**config.mk**
```make
export PLATFORM = sky130hd
export DESIGN_NAME = invaders_grid_flat
export DESIGN_NICKNAME = d
export VERILOG_FILES = /design/src/rtl/invaders_grid_if.sv /design/src/rtl/invaders_grid.sv /design/src/flat_wrapper.sv
export SDC_FILE = /design/constraint.sdc
export NUM_CORES = 1
export LEC_CHECK = 0
export CELL_PAD_IN_SITES_DETAIL_PLACEMENT = 1
export CELL_PAD_IN_SITES_GLOBAL_PLACEMENT = 2
export CORE_ASPECT_RATIO = 1.2
export CORE_MARGIN = 5
export CORE_UTILIZATION = 39
export DETAILED_ROUTE_END_ITERATION = 6
export GPL_ROUTABILITY_DRIVEN = 0
export PLACE_DENSITY = 0.93
export SYNTH_ARGS = -nofsm -noshare
export SYNTH_HDL_FRONTEND = slang
export SYNTH_SLANG_ARGS = --single-unit
export TNS_END_PERCENT = 1
```
**constraint.sdc**
```tcl
create_clock -name clk_36MHz -period 8.63 [get_ports clk_36MHz]
set_input_delay 2.589 -clock clk_36MHz [delete_from_list [all_inputs] [get_ports clk_36MHz]]
set_output_delay 2.589 -clock clk_36MHz [all_outputs]
set_load 0.02 [all_outputs]
```
**src/rtl/invaders_grid_if.sv**
```systemverilog
// Formation controller bundle: game-side inputs (start, level, bullet) and formation state outputs.
// Latency: pure wiring; every output is driven by a register inside invaders_grid.
// Backpressure: none; the inputs are level signals sampled on every clock.
interface invaders_grid_if #(
    parameter int ROWS = 4,
    parameter int COLS = 5,
    parameter int X_W  = 5,
    parameter int Y_W  = 4
);
    localparam int N   = ROWS * COLS;
    localparam int A_W = $clog2(N + 1);

    // controls and bullet coming from the game top level / player
    logic             start;
    logic [1:0]       level;
    logic [X_W-1:0]   bullet_x;
    logic [Y_W-1:0]   bullet_y;
    logic             bullet_flying;

    // formation state going to sprite_drawer / player
    logic             hit;
    logic [N-1:0]     invaders_array;
    logic [X_W-1:0]   invaders_x;
    logic [Y_W-1:0]   invaders_line;
    logic [A_W-1:0]   alive_count;
    logic             cleared;
    logic             landed;

    modport master (
        output start, level, bullet_x, bullet_y, bullet_flying,
        input  hit, invaders_array, invaders_x, invaders_line, alive_count, cleared, landed
    );

    modport slave (
        input  start, level, bullet_x, bullet_y, bullet_flying,
        output hit, invaders_array, invaders_x, invaders_line, alive_count, cleared, landed
    );
endinterface

```
**src/rtl/invaders_grid.sv**
```systemverilog
// Invader formation: marches/steps down, kills on bullet hit, flags cleared/landed (SPEEDUP_EN: faster march when few remain).
// Latency: one cycle from bullet-in-cell to hit pulse; one step per march period.
// Backpressure: none; one kill per bullet, re-armed when bullet_flying drops.
module invaders_grid #(
    parameter int ROWS      = 4,
    parameter int COLS      = 5,
    parameter int X_W       = 5,
    parameter int Y_W       = 4,
    parameter int FIELD_W   = 20,
    parameter int LAND_LINE = 13,
    parameter int TICK_DIV  = 9000000
) (
    input  logic              clk_36MHz,
    input  logic              reset,
    invaders_grid_if.slave    bus
);
    localparam int N     = ROWS * COLS;
    localparam int A_W   = $clog2(N + 1);
    localparam int IDX_W = (N > 1) ? $clog2(N) : 1;
    localparam int CNT_W = $clog2(TICK_DIV + 1);

    typedef enum logic [1:0] {
        S_IDLE,
        S_MARCH,
        S_CLEARED,
        S_LANDED
    } state_t;

    state_t           r_state,   w_state_nxt;
    logic [N-1:0]     r_array,   w_array_nxt;
    logic [X_W-1:0]   r_x,       w_x_nxt;
    logic [Y_W-1:0]   r_line,    w_line_nxt;
    logic             r_left,    w_left_nxt;
    logic [CNT_W-1:0] r_cnt,     w_cnt_nxt;
    logic [A_W-1:0]   r_alive,   w_alive_nxt;
    logic             r_hit,     w_hit_nxt;
    logic             r_arm,     w_arm_nxt;
    logic             r_cleared, w_cleared_nxt;
    logic             r_landed,  w_landed_nxt;

    logic [CNT_W-1:0] w_period;
    logic             w_tick;
    logic [X_W-1:0]   w_col;
    logic [Y_W-1:0]   w_row;
    logic [IDX_W-1:0] w_idx;
    logic             w_candidate;
    logic [X_W-1:0]   w_x_step;
    logic [Y_W-1:0]   w_line_step;
    logic             w_left_step;
    logic             w_land_step;

    // march period from level (and survivor count when speedup is built in); never below one cycle
    always_comb begin
        w_period = CNT_W'(TICK_DIV) >> bus.level;
`ifdef SPEEDUP_EN
        if (r_alive == A_W'(1)) begin
            w_period = w_period >> 2;
        end else if (r_alive <= A_W'(N / 4)) begin
            w_period = w_period >> 1;
        end
`endif
        if (w_period == '0) begin
            w_period = CNT_W'(1);
        end
    end

    // a counter already at or past the terminal count (e.g. after a level change) fires at once
    assign w_tick = (r_cnt >= (w_period - CNT_W'(1)));

    // bullet position relative to the formation origin; wraps so left/above lands out of range
    always_comb begin
        w_col       = bus.bullet_x - r_x;
        w_row       = bus.bullet_y - r_line;
        w_idx       = IDX_W'(int'(w_row) * COLS + int'(w_col));
        w_candidate = 1'b0;
        if ((r_state == S_MARCH) && bus.bullet_flying && r_arm &&
            (int'(w_col) < COLS) && (int'(w_row) < ROWS)) begin
            w_candidate = r_array[w_idx];
        end
    end

    // next formation position for a tick; edges use the full width, dead columns included
    always_comb begin
        w_x_step    = r_x;
        w_line_step = r_line;
        w_left_step = r_left;
        if (!r_left) begin
            if (int'(r_x) == FIELD_W - COLS) begin
                w_line_step = r_line + Y_W'(1);
                w_left_step = 1'b1;
            end else begin
                w_x_step = r_x + X_W'(1);
            end
        end else begin
            if (r_x == '0) begin
                w_line_step = r_line + Y_W'(1);
                w_left_step = 1'b0;
            end else begin
                w_x_step = r_x - X_W'(1);
            end
        end
        w_land_step = ((int'(w_line_step) + ROWS - 1) == LAND_LINE);
    end

    // next-state and next-value logic; start overrides everything, including a coincident hit
    always_comb begin
        w_state_nxt   = r_state;
        w_array_nxt   = r_array;
        w_x_nxt       = r_x;
        w_line_nxt    = r_line;
        w_left_nxt    = r_left;
        w_cnt_nxt     = r_cnt;
        w_alive_nxt   = r_alive;
        w_hit_nxt     = 1'b0;
        w_arm_nxt     = r_arm;
        w_cleared_nxt = r_cleared;
        w_landed_nxt  = r_landed;

        if (!bus.bullet_flying) begin
            w_arm_nxt = 1'b1;
        end

        if (bus.start) begin
            w_state_nxt   = S_MARCH;
            w_array_nxt   = '1;
            w_x_nxt       = '0;
            w_line_nxt    = '0;
            w_left_nxt    = 1'b0;
            w_cnt_nxt     = '0;
            w_alive_nxt   = A_W'(N);
            w_cleared_nxt = 1'b0;
            w_landed_nxt  = 1'b0;
            w_arm_nxt     = 1'b1;
        end else begin
            case (r_state)
                S_MARCH: begin
                    w_cnt_nxt = w_tick ? '0 : (r_cnt + CNT_W'(1));
                    if (w_tick) begin
                        w_x_nxt    = w_x_step;
                        w_line_nxt = w_line_step;
                        w_left_nxt = w_left_step;
                    end
                    if (w_candidate) begin
                        w_array_nxt[w_idx] = 1'b0;
                        w_alive_nxt        = r_alive - A_W'(1);
                        w_hit_nxt          = 1'b1;
                        w_arm_nxt          = 1'b0;
                    end
                    // last kill beats a landing step in the same cycle
                    if (w_candidate && (r_alive == A_W'(1))) begin
                        w_state_nxt   = S_CLEARED;
                        w_cleared_nxt = 1'b1;
                    end else if (w_tick && w_land_step) begin
                        w_state_nxt  = S_LANDED;
                        w_landed_nxt = 1'b1;
                    end
                end
                default: begin
                end
            endcase
        end
    end

    // state registers with asynchronous reset back to a full, parked formation
    always_ff @(posedge clk_36MHz or posedge reset) begin
        if (reset) begin
            r_state   <= S_IDLE;
            r_array   <= '1;
            r_x       <= '0;
            r_line    <= '0;
            r_left    <= 1'b0;
            r_cnt     <= '0;
            r_alive   <= A_W'(N);
            r_hit     <= 1'b0;
            r_arm     <= 1'b1;
            r_cleared <= 1'b0;
            r_landed  <= 1'b0;
        end else begin
            r_state   <= w_state_nxt;
            r_array   <= w_array_nxt;
            r_x       <= w_x_nxt;
            r_line    <= w_line_nxt;
            r_left    <= w_left_nxt;
            r_cnt     <= w_cnt_nxt;
            r_alive   <= w_alive_nxt;
            r_hit     <= w_hit_nxt;
            r_arm     <= w_arm_nxt;
            r_cleared <= w_cleared_nxt;
            r_landed  <= w_landed_nxt;
        end
    end

    assign bus.hit            = r_hit;
    assign bus.invaders_array = r_array;
    assign bus.invaders_x     = r_x;
    assign bus.invaders_line  = r_line;
    assign bus.alive_count    = r_alive;
    assign bus.cleared        = r_cleared;
    assign bus.landed         = r_landed;
endmodule

```
**src/flat_wrapper.sv**
```systemverilog
// flat-port wrapper written by rule: the top's interface ports become plain ports
module invaders_grid_flat 
#(
    parameter int ROWS      = 4,
    parameter int COLS      = 5,
    parameter int X_W       = 5,
    parameter int Y_W       = 4,
    parameter int FIELD_W   = 20,
    parameter int LAND_LINE = 13,
    parameter int TICK_DIV  = 9000000
)
  (clk_36MHz, reset, bus_start, bus_level, bus_bullet_x, bus_bullet_y, bus_bullet_flying, bus_hit, bus_invaders_array, bus_invaders_x, bus_invaders_line, bus_alive_count, bus_cleared, bus_landed);
  invaders_grid_if #(.ROWS(ROWS), .COLS(COLS), .X_W(X_W), .Y_W(Y_W)) bus_i ();
  input  logic clk_36MHz;
  input  logic reset;
  input wire logic [$bits(bus_i.start)-1:0] bus_start;
  input wire logic [$bits(bus_i.level)-1:0] bus_level;
  input wire logic [$bits(bus_i.bullet_x)-1:0] bus_bullet_x;
  input wire logic [$bits(bus_i.bullet_y)-1:0] bus_bullet_y;
  input wire logic [$bits(bus_i.bullet_flying)-1:0] bus_bullet_flying;
  output wire logic [$bits(bus_i.hit)-1:0] bus_hit;
  output wire logic [$bits(bus_i.invaders_array)-1:0] bus_invaders_array;
  output wire logic [$bits(bus_i.invaders_x)-1:0] bus_invaders_x;
  output wire logic [$bits(bus_i.invaders_line)-1:0] bus_invaders_line;
  output wire logic [$bits(bus_i.alive_count)-1:0] bus_alive_count;
  output wire logic [$bits(bus_i.cleared)-1:0] bus_cleared;
  output wire logic [$bits(bus_i.landed)-1:0] bus_landed;
  assign bus_i.start = bus_start;
  assign bus_i.level = bus_level;
  assign bus_i.bullet_x = bus_bullet_x;
  assign bus_i.bullet_y = bus_bullet_y;
  assign bus_i.bullet_flying = bus_bullet_flying;
  assign bus_hit = bus_i.hit;
  assign bus_invaders_array = bus_i.invaders_array;
  assign bus_invaders_x = bus_i.invaders_x;
  assign bus_invaders_line = bus_i.invaders_line;
  assign bus_alive_count = bus_i.alive_count;
  assign bus_cleared = bus_i.cleared;
  assign bus_landed = bus_i.landed;
  invaders_grid #(.ROWS(ROWS), .COLS(COLS), .X_W(X_W), .Y_W(Y_W), .FIELD_W(FIELD_W), .LAND_LINE(LAND_LINE), .TICK_DIV(TICK_DIV)) u_core (.clk_36MHz(clk_36MHz), .reset(reset), .bus(bus_i));
endmodule
```
==> results of run 1 <==
## sequential cells by signal, indices dropped and copies added, names as in the netlist
signal	count
u_core.r_cnt	24
u_core.bus.invaders_x	5
u_core.bus.alive_count	5
u_core.bus.landed	1
u_core.r_left	1
u_core.bus.cleared	1
u_core.r_state	2
u_core.bus.hit	1
u_core.r_arm	1
u_core.bus.invaders_array	20
u_core.bus.invaders_line	4
## how the worst max path moves through the flow
stage	end	cells after the start	startpoint
floorplan	u_core.bus.landed	15	bus_bullet_y[0]
global placement	u_core.bus.landed	16	bus_bullet_y[0]
global route	u_core.r_state[1]	15	bus_bullet_y[2]
detailed placement	u_core.r_state[0]	16	bus_bullet_y[0]
CTS	u_core.bus.landed	15	bus_bullet_y[0]
finish	u_core.r_state[0]	15	bus_bullet_y[0]
## cell usage after synthesis (4+ instances only)
cell	instances	area, µm²
clkbuf_1	7	26.3
nand3_1	20	100
nor3_1	12	60.1
dfstp_2	23	604
xnor2_1	9	78.8
o21ai_0	24	120
fa_1	5	100
nor2_1	39	146
a21o_1	12	90.1
dfrtp_1	42	1050
a21oi_1	40	200
nand2_1	34	128
o21ai_1	5	25.0
mux4_2	5	113
or3_1	10	62.6
nand4_1	6	37.5
xor2_1	15	131
nor2b_1	4	25.0
and3_1	6	37.5
ha_1	55	688
o21a_1	4	30.0
nor4_1	4	25.0
buf_2	4	20.0
and2_1	5	31.3
inv_1	43	161
nor3_2	5	50.1
and4_1	4	35.0
## final cells by class
class / count / area [µm²] / area share
multi-input cells: 374 / 2820 / 0.496
flip-flops and latches: 65 / 1660 / 0.292
repair buffers: 53 / 526 / 0.0926
clock buffers: 10 / 250 / 0.0441
well taps: 161 / 201 / 0.0355
inverters: 43 / 161 / 0.0284
clock inverters: 6 / 65.1 / 0.0115
## routing by layer
layer,global-route usage,wire (µm),vias to the layer above,share of wire
met2,0.371,7060,53,0.56
li1,-,-,1855,-
met3,0.0341,304,20,0.024
met4,0.0659,238,0,0.019
met1,0.210,5120,1948,0.40
met5,0,0,-,0
## through the flow
| stage | instance area [µm²] | worst slack, ns | total power [W] | hold slack [ns] |
|---|---|---|---|---|
| 3_5_place_dp | 5360 | 1.78 | 0.000747 | 0.497 |
| 3_3_place_gp | 5360 | 1.95 | 0.000727 | 0.484 |
| 4_1_cts | 5670 | 2.09 | 0.00114 | 0.516 |
| 6_report | 5670 | 2.08 | 0.00112 | 0.509 |
| 5_1_grt | 5670 | 1.89 | 0.00118 | 0.532 |
| 2_1_floorplan | 4690 | 2.58 | 0.000648 | 0.484 |
## critical path: cells and delay by family
kind,cells,cell delay [ns]
muxes,1,0.24
and+or+nand+nor,4,0.78
AOI/OAI and AO/OA,1,0.20
xor gates and xnor gates,1,0.43
buffers and inverters,3,0.58
adders and majority gates,5,1.96
## logic make-up (layout without fill, tap and decap cells)
kind of cell,count (synthesis),count (layout)
compound gates,110,110
xor+xnor,28,28
mux,8,8
simple gates,167,167
buf+inv,56,112
fa+ha+maj,60,60
flops,65,65
other cells,1,1
## report_power, final
group	internal (W)	switching, W
combinational	0.000165	0.000250
sequential	0.000314	0.0000147
clock	0.000241	0.000138
==> impl_metrics.toml, run 1 <==
[outcome]
status = "completed"

[route]
dr.pass1.iters = 4
wl_per_cell_um = 17.9
ant_nets = 0
dr_total_vias = 3876
first_iter_violations = 107
drt-total-wl_mm = 12.7
route.detailed.drc = 0
avgViaCountPerCell = 5.44

[clocking]
clk_pin_slew_ns = 0.06
cts.sinks = 65
cts_tree = "yes"
cts-resized-gates = 0
cts_buffer_depth = 2
cts-htree-levels = 3
insertion_delay_ns = 0.33
cts_buffers = 9
cts_root_buf = "clkbuf_16"
ctsHoldBuffers = 0
post_cts_buffers = 0

[power]
power.leakage_nw = 2.47
peakVddDrop_uv = 95.9
power.density_nw_per_um2 = 198

[final_layout]
antenna_cells = 0
layout_commonest_cell = "ha_1"
layout.nets = 621
final_layout_size_suffix_gt1_frac = 0.116
fin_cells = 712
mostFrequentLayoutCells = "ha_1 (55), clkdlybuf4s50_1 (51), inv_1 (42), dfrtp_1 (42), a21oi_1 (40)"
nFillCells = 1390
fin_util = 0.475
area_growth_pct = 21.0

[setup_path]
cpMostUsedCell = "ha_1"
crit_required_ns = 8.85
cpPeakStageDelay_ns = 0.53
crit_chain = "clkdlybuf4s50_1 > inv_1 > ha_1 > fa_1 > inv_1 > ha_1 > fa_1 > ha_1 > xor2_1 > nand3_1 > and4_1 > nor4_1 > mux2_4 > nand2_1 > a21o_1"
critPathMaxFanout = 6
rrSetupSlack_ns = 4.15
worst_setup_path_start_kind = "input pin"
r2r_end = "u_core.r_state[0]"
worstPathArrival_ns = 6.78
critPathKind = "in -> reg"
cp-end-kind = "flip-flop"
crit_slowest_cell = "fa_1"
r2r_start = "u_core.bus.invaders_line[2]"
reg2reg_depth = 15

[synthesis]
synthSimpleGateAreaFrac = 0.191
synthXorXnorAreaFrac = 0.0611
ys.flop_type = "dfrtp_1"
syn_inst = 495
yosys_register_bits = 65
yosysWarningCount = 0
netlist_area_um2 = 4690
async_flop_share = 1.00
netlist-cell-type-count = 61
yosys.area_share.adder = 0.168
synth-edff-count = 0
synth_nets = 570
seq_area_frac_synth = 0.353
synth_compound_gate_area_share = 0.145
synth_top_family_by_area = "simple AND/OR/NAND/NOR gates"
avgSynthCellArea_um2 = 9.48
yosys-mux-area-fraction = 0.0341

[timing]
setup_viol = 0
rsz0062_at_grt = "false"
fmax_ghz = 0.153
maxSlewHeadroom = 0.359
tightest_slew_ns = 0.957
final.setup.tns_ns = 0
finalCriticalPeriod_ns = 6.55
hold_viol_final = 0
clock_skew_ns = 0.00673
slew_viol_final = 0
period_share = 0.759

[die]
die_area_um2 = 14300
io_pins = 52
die_x_um = 110
chipHeight_um = 130
num_rows = 44
start_util = 0.393
fp.coreArea_um2 = 11900

[hold_path]
hold_end = "u_core.bus.invaders_array[3]"
min_path_cells = 2
min_from = "u_core.bus.invaders_array[3]"
hold_class = "reg -> reg"

[global_route]
grt-ovfl-total = 0
grt_pass1_vias = 4352
grt_max_degree = 66
antenna_found_initial = 0
gr-usage-all-layers = 0.193
grt_pass1_wl_mm = 21.6

[flow_run]
cap_violations = 0

[place]
dp.cells = 696
dp_hpwl_mm = 9.51
portBuffers = 51
(Power assumes the default switching activity.)
==> run 2, diff against run 1 <==
--- a/config.mk
+++ b/config.mk
@@ -9,10 +9,10 @@
 export CELL_PAD_IN_SITES_GLOBAL_PLACEMENT = 2
 export CORE_ASPECT_RATIO = 1.2
 export CORE_MARGIN = 5
-export CORE_UTILIZATION = 39
+export CORE_UTILIZATION = 33
 export DETAILED_ROUTE_END_ITERATION = 6
 export GPL_ROUTABILITY_DRIVEN = 0
-export PLACE_DENSITY = 0.93
+export PLACE_DENSITY = 0.85
 export SYNTH_ARGS = -nofsm -noshare
 export SYNTH_HDL_FRONTEND = slang
 export SYNTH_SLANG_ARGS = --single-unit
==> constraint.sdc (replaced) <==
create_clock -name clk_36MHz -period 6 [get_ports clk_36MHz]
set_input_delay 1.8 -clock clk_36MHz [delete_from_list [all_inputs] [get_ports clk_36MHz]]
set_output_delay 1.8 -clock clk_36MHz [all_outputs]
set_load 0.02 [all_outputs]
==> impl_metrics.toml, run 2 (same netlist as run 1, synthesis figures left out) <==
[power]
power.total_w = 0.00158
pwr-share-clk = 0.311
p_int_w = 0.00101
seqPwrFrac = 0.299
netSwitchingPower_w = 0.000569
comb_power_share = 0.390
power.leakage_nw = 2.47
netSwitchingFraction = 0.360
peakVddDrop_uv = 184
power.density_nw_per_um2 = 278

[hold_path]
min_path_cells = 2
min_from = "u_core.bus.invaders_array[2]"
hold_class = "reg -> reg"
hold_end = "u_core.bus.invaders_array[2]"

[timing]
finalCriticalPeriod_ns = 5.59
hold-worst-slack_ns = 0.507
final.setup.tns_ns = 0
maxSlewHeadroom = 0.408
setup_viol = 0
clock_skew_ns = 0.00598
slew_viol_final = 0
hold_viol_final = 0
tightest_slew_ns = 0.884
period_share = 0.932
rsz0062_at_grt = "false"
fmax_ghz = 0.179

[global_route]
grt_max_degree = 38
grt-ovfl-total = 0
grt_pass1_wl_mm = 22.0
gr-usage-all-layers = 0.162
antenna_found_initial = 0
grt_pass1_vias = 4419

[clocking]
cts-resized-gates = 0
clk_pin_slew_ns = 0.05
post_cts_buffers = 0
cts_root_buf = "clkbuf_16"
cts_buffer_depth = 2
cts_tree = "yes"
cts_buffers = 9
insertion_delay_ns = 0.34
cts-htree-levels = 3
cts.sinks = 65
ctsHoldBuffers = 0

[final_layout]
area_growth_pct = 21.1
final_layout_size_suffix_gt1_frac = 0.115
mostFrequentLayoutCells = "ha_1 (55), clkdlybuf4s50_1 (51), inv_1 (42), dfrtp_1 (42), a21oi_1 (40)"
largest_register_ffs = 24
antenna_cells = 0
regArea_um2 = 1660
regMostFlops = "u_core.r_cnt"
nFillCells = 1593
layout.nets = 626
multi_input_area_um2 = 2820
layout_commonest_cell = "ha_1"

[outcome]
status = "completed"

[setup_path]
rrSetupSlack_ns = 1.78
worstPathArrival_ns = 5.82
r2r_start = "u_core.bus.invaders_x[1]"
crit_required_ns = 6.23
reg2reg_depth = 14
cp-end-kind = "flip-flop"
critPathMaxFanout = 6
r2r_end = "u_core.bus.landed"
worst_setup_path_start_kind = "input pin"
critPathKind = "in -> reg"

[flow_run]
cap_violations = 0

[route]
first_iter_violations = 126
avgViaCountPerCell = 5.38
wl_per_cell_um = 17.6
dr.pass1.iters = 4
dr_total_vias = 3914
ant_nets = 0
route.detailed.drc = 0
drt-total-wl_mm = 12.8

[place]
portBuffers = 51
dp_hpwl_mm = 10.0

[die]
start_util = 0.338
die_area_um2 = 16700
chipHeight_um = 141
fp.coreArea_um2 = 13900
die_x_um = 119
num_rows = 47
io_pins = 52
run 2: changes by cell type in the layout (fill, tap and decap cells not counted), moves of 2 or more:
cell and change:
clkinv_2 -2, clkbuf_8 +2, clkbuf_1 +5, clkinv_4 -2, buf_4 +5
run 2: power groups by stage:
stage	clock, W	combinational [W]	sequential, W
floorplan	0	0.000448	0.000484
global placement	0	0.000594	0.000479
detailed placement	0	0.000623	0.000479
CTS	0.000508	0.000626	0.000472
global route	0.000528	0.000680	0.000475
finish	0.000492	0.000616	0.000473
run 2: per-layer routing:
metal  vias to the layer above  GRT usage  share of wire
li1                       1868          -              -
met1                      1967      0.176           0.41
met2                        58      0.310           0.55
met3                        21     0.0284          0.024
met4                         0     0.0647          0.021
met5                         -          0              0
run 2: through the flow:
stage | cell area (µm²) | utilization | instances | worst slack [ns]
global placement | 5410 | 0.390 | 711 | 0.197
detailed placement | 5410 | 0.390 | 711 | 0.0441
global route | 5680 | 0.409 | 727 | 0.165
CTS | 5680 | 0.409 | 727 | 0.389
floorplan | 4690 | - | 495 | 0.739
finish | 5680 | 0.409 | 727 | 0.407
run 2: how the worst max path moves through the flow:
stage	start	endpoint	slack, ns	depth (start not counted)
after detailed placement	bus_bullet_y[0]	u_core.bus.landed	0.04	16
after global routing	bus_bullet_y[0]	u_core.bus.landed	0.17	16
after floorplan	bus_bullet_y[0]	u_core.bus.landed	0.74	15
after CTS	bus_bullet_y[0]	u_core.bus.landed	0.39	16
after global placement	bus_bullet_y[0]	u_core.bus.landed	0.20	16
final	bus_bullet_y[0]	u_core.bus.landed	0.41	16
run 2: layout make-up:
class,count,share of cell area
clock buffers,16,0.0478
inverters,43,0.0284
multi-input cells,374,0.496
flip-flops and latches,65,0.291
well taps,171,0.0377
repair buffers,58,0.0991
run 2: worst max-delay path, cell delays in order:
cell and delay (ns):
clkdlybuf4s50_1 0.46, inv_1 0.04, ha_1 0.20, fa_1 0.42, xnor2_2 0.28, ha_1 0.30, ha_1 0.32, inv_1 0.06
fa_1 0.46, xor2_1 0.30, nand3_1 0.11, and4_1 0.27, nor4_1 0.27, mux2_4 0.23, nand2_1 0.09, a22o_1 0.20
==> run 3, diff against run 2 <==
--- a/config.mk
+++ b/config.mk
@@ -13,6 +13,7 @@
 export DETAILED_ROUTE_END_ITERATION = 6
 export GPL_ROUTABILITY_DRIVEN = 0
 export PLACE_DENSITY = 0.85
+export SKIP_LAST_GASP = 1
 export SYNTH_ARGS = -nofsm -noshare
 export SYNTH_HDL_FRONTEND = slang
 export SYNTH_SLANG_ARGS = --single-unit
==> results of run 3 <==
Final layout, timing and power as in run 2 (identical DEF).
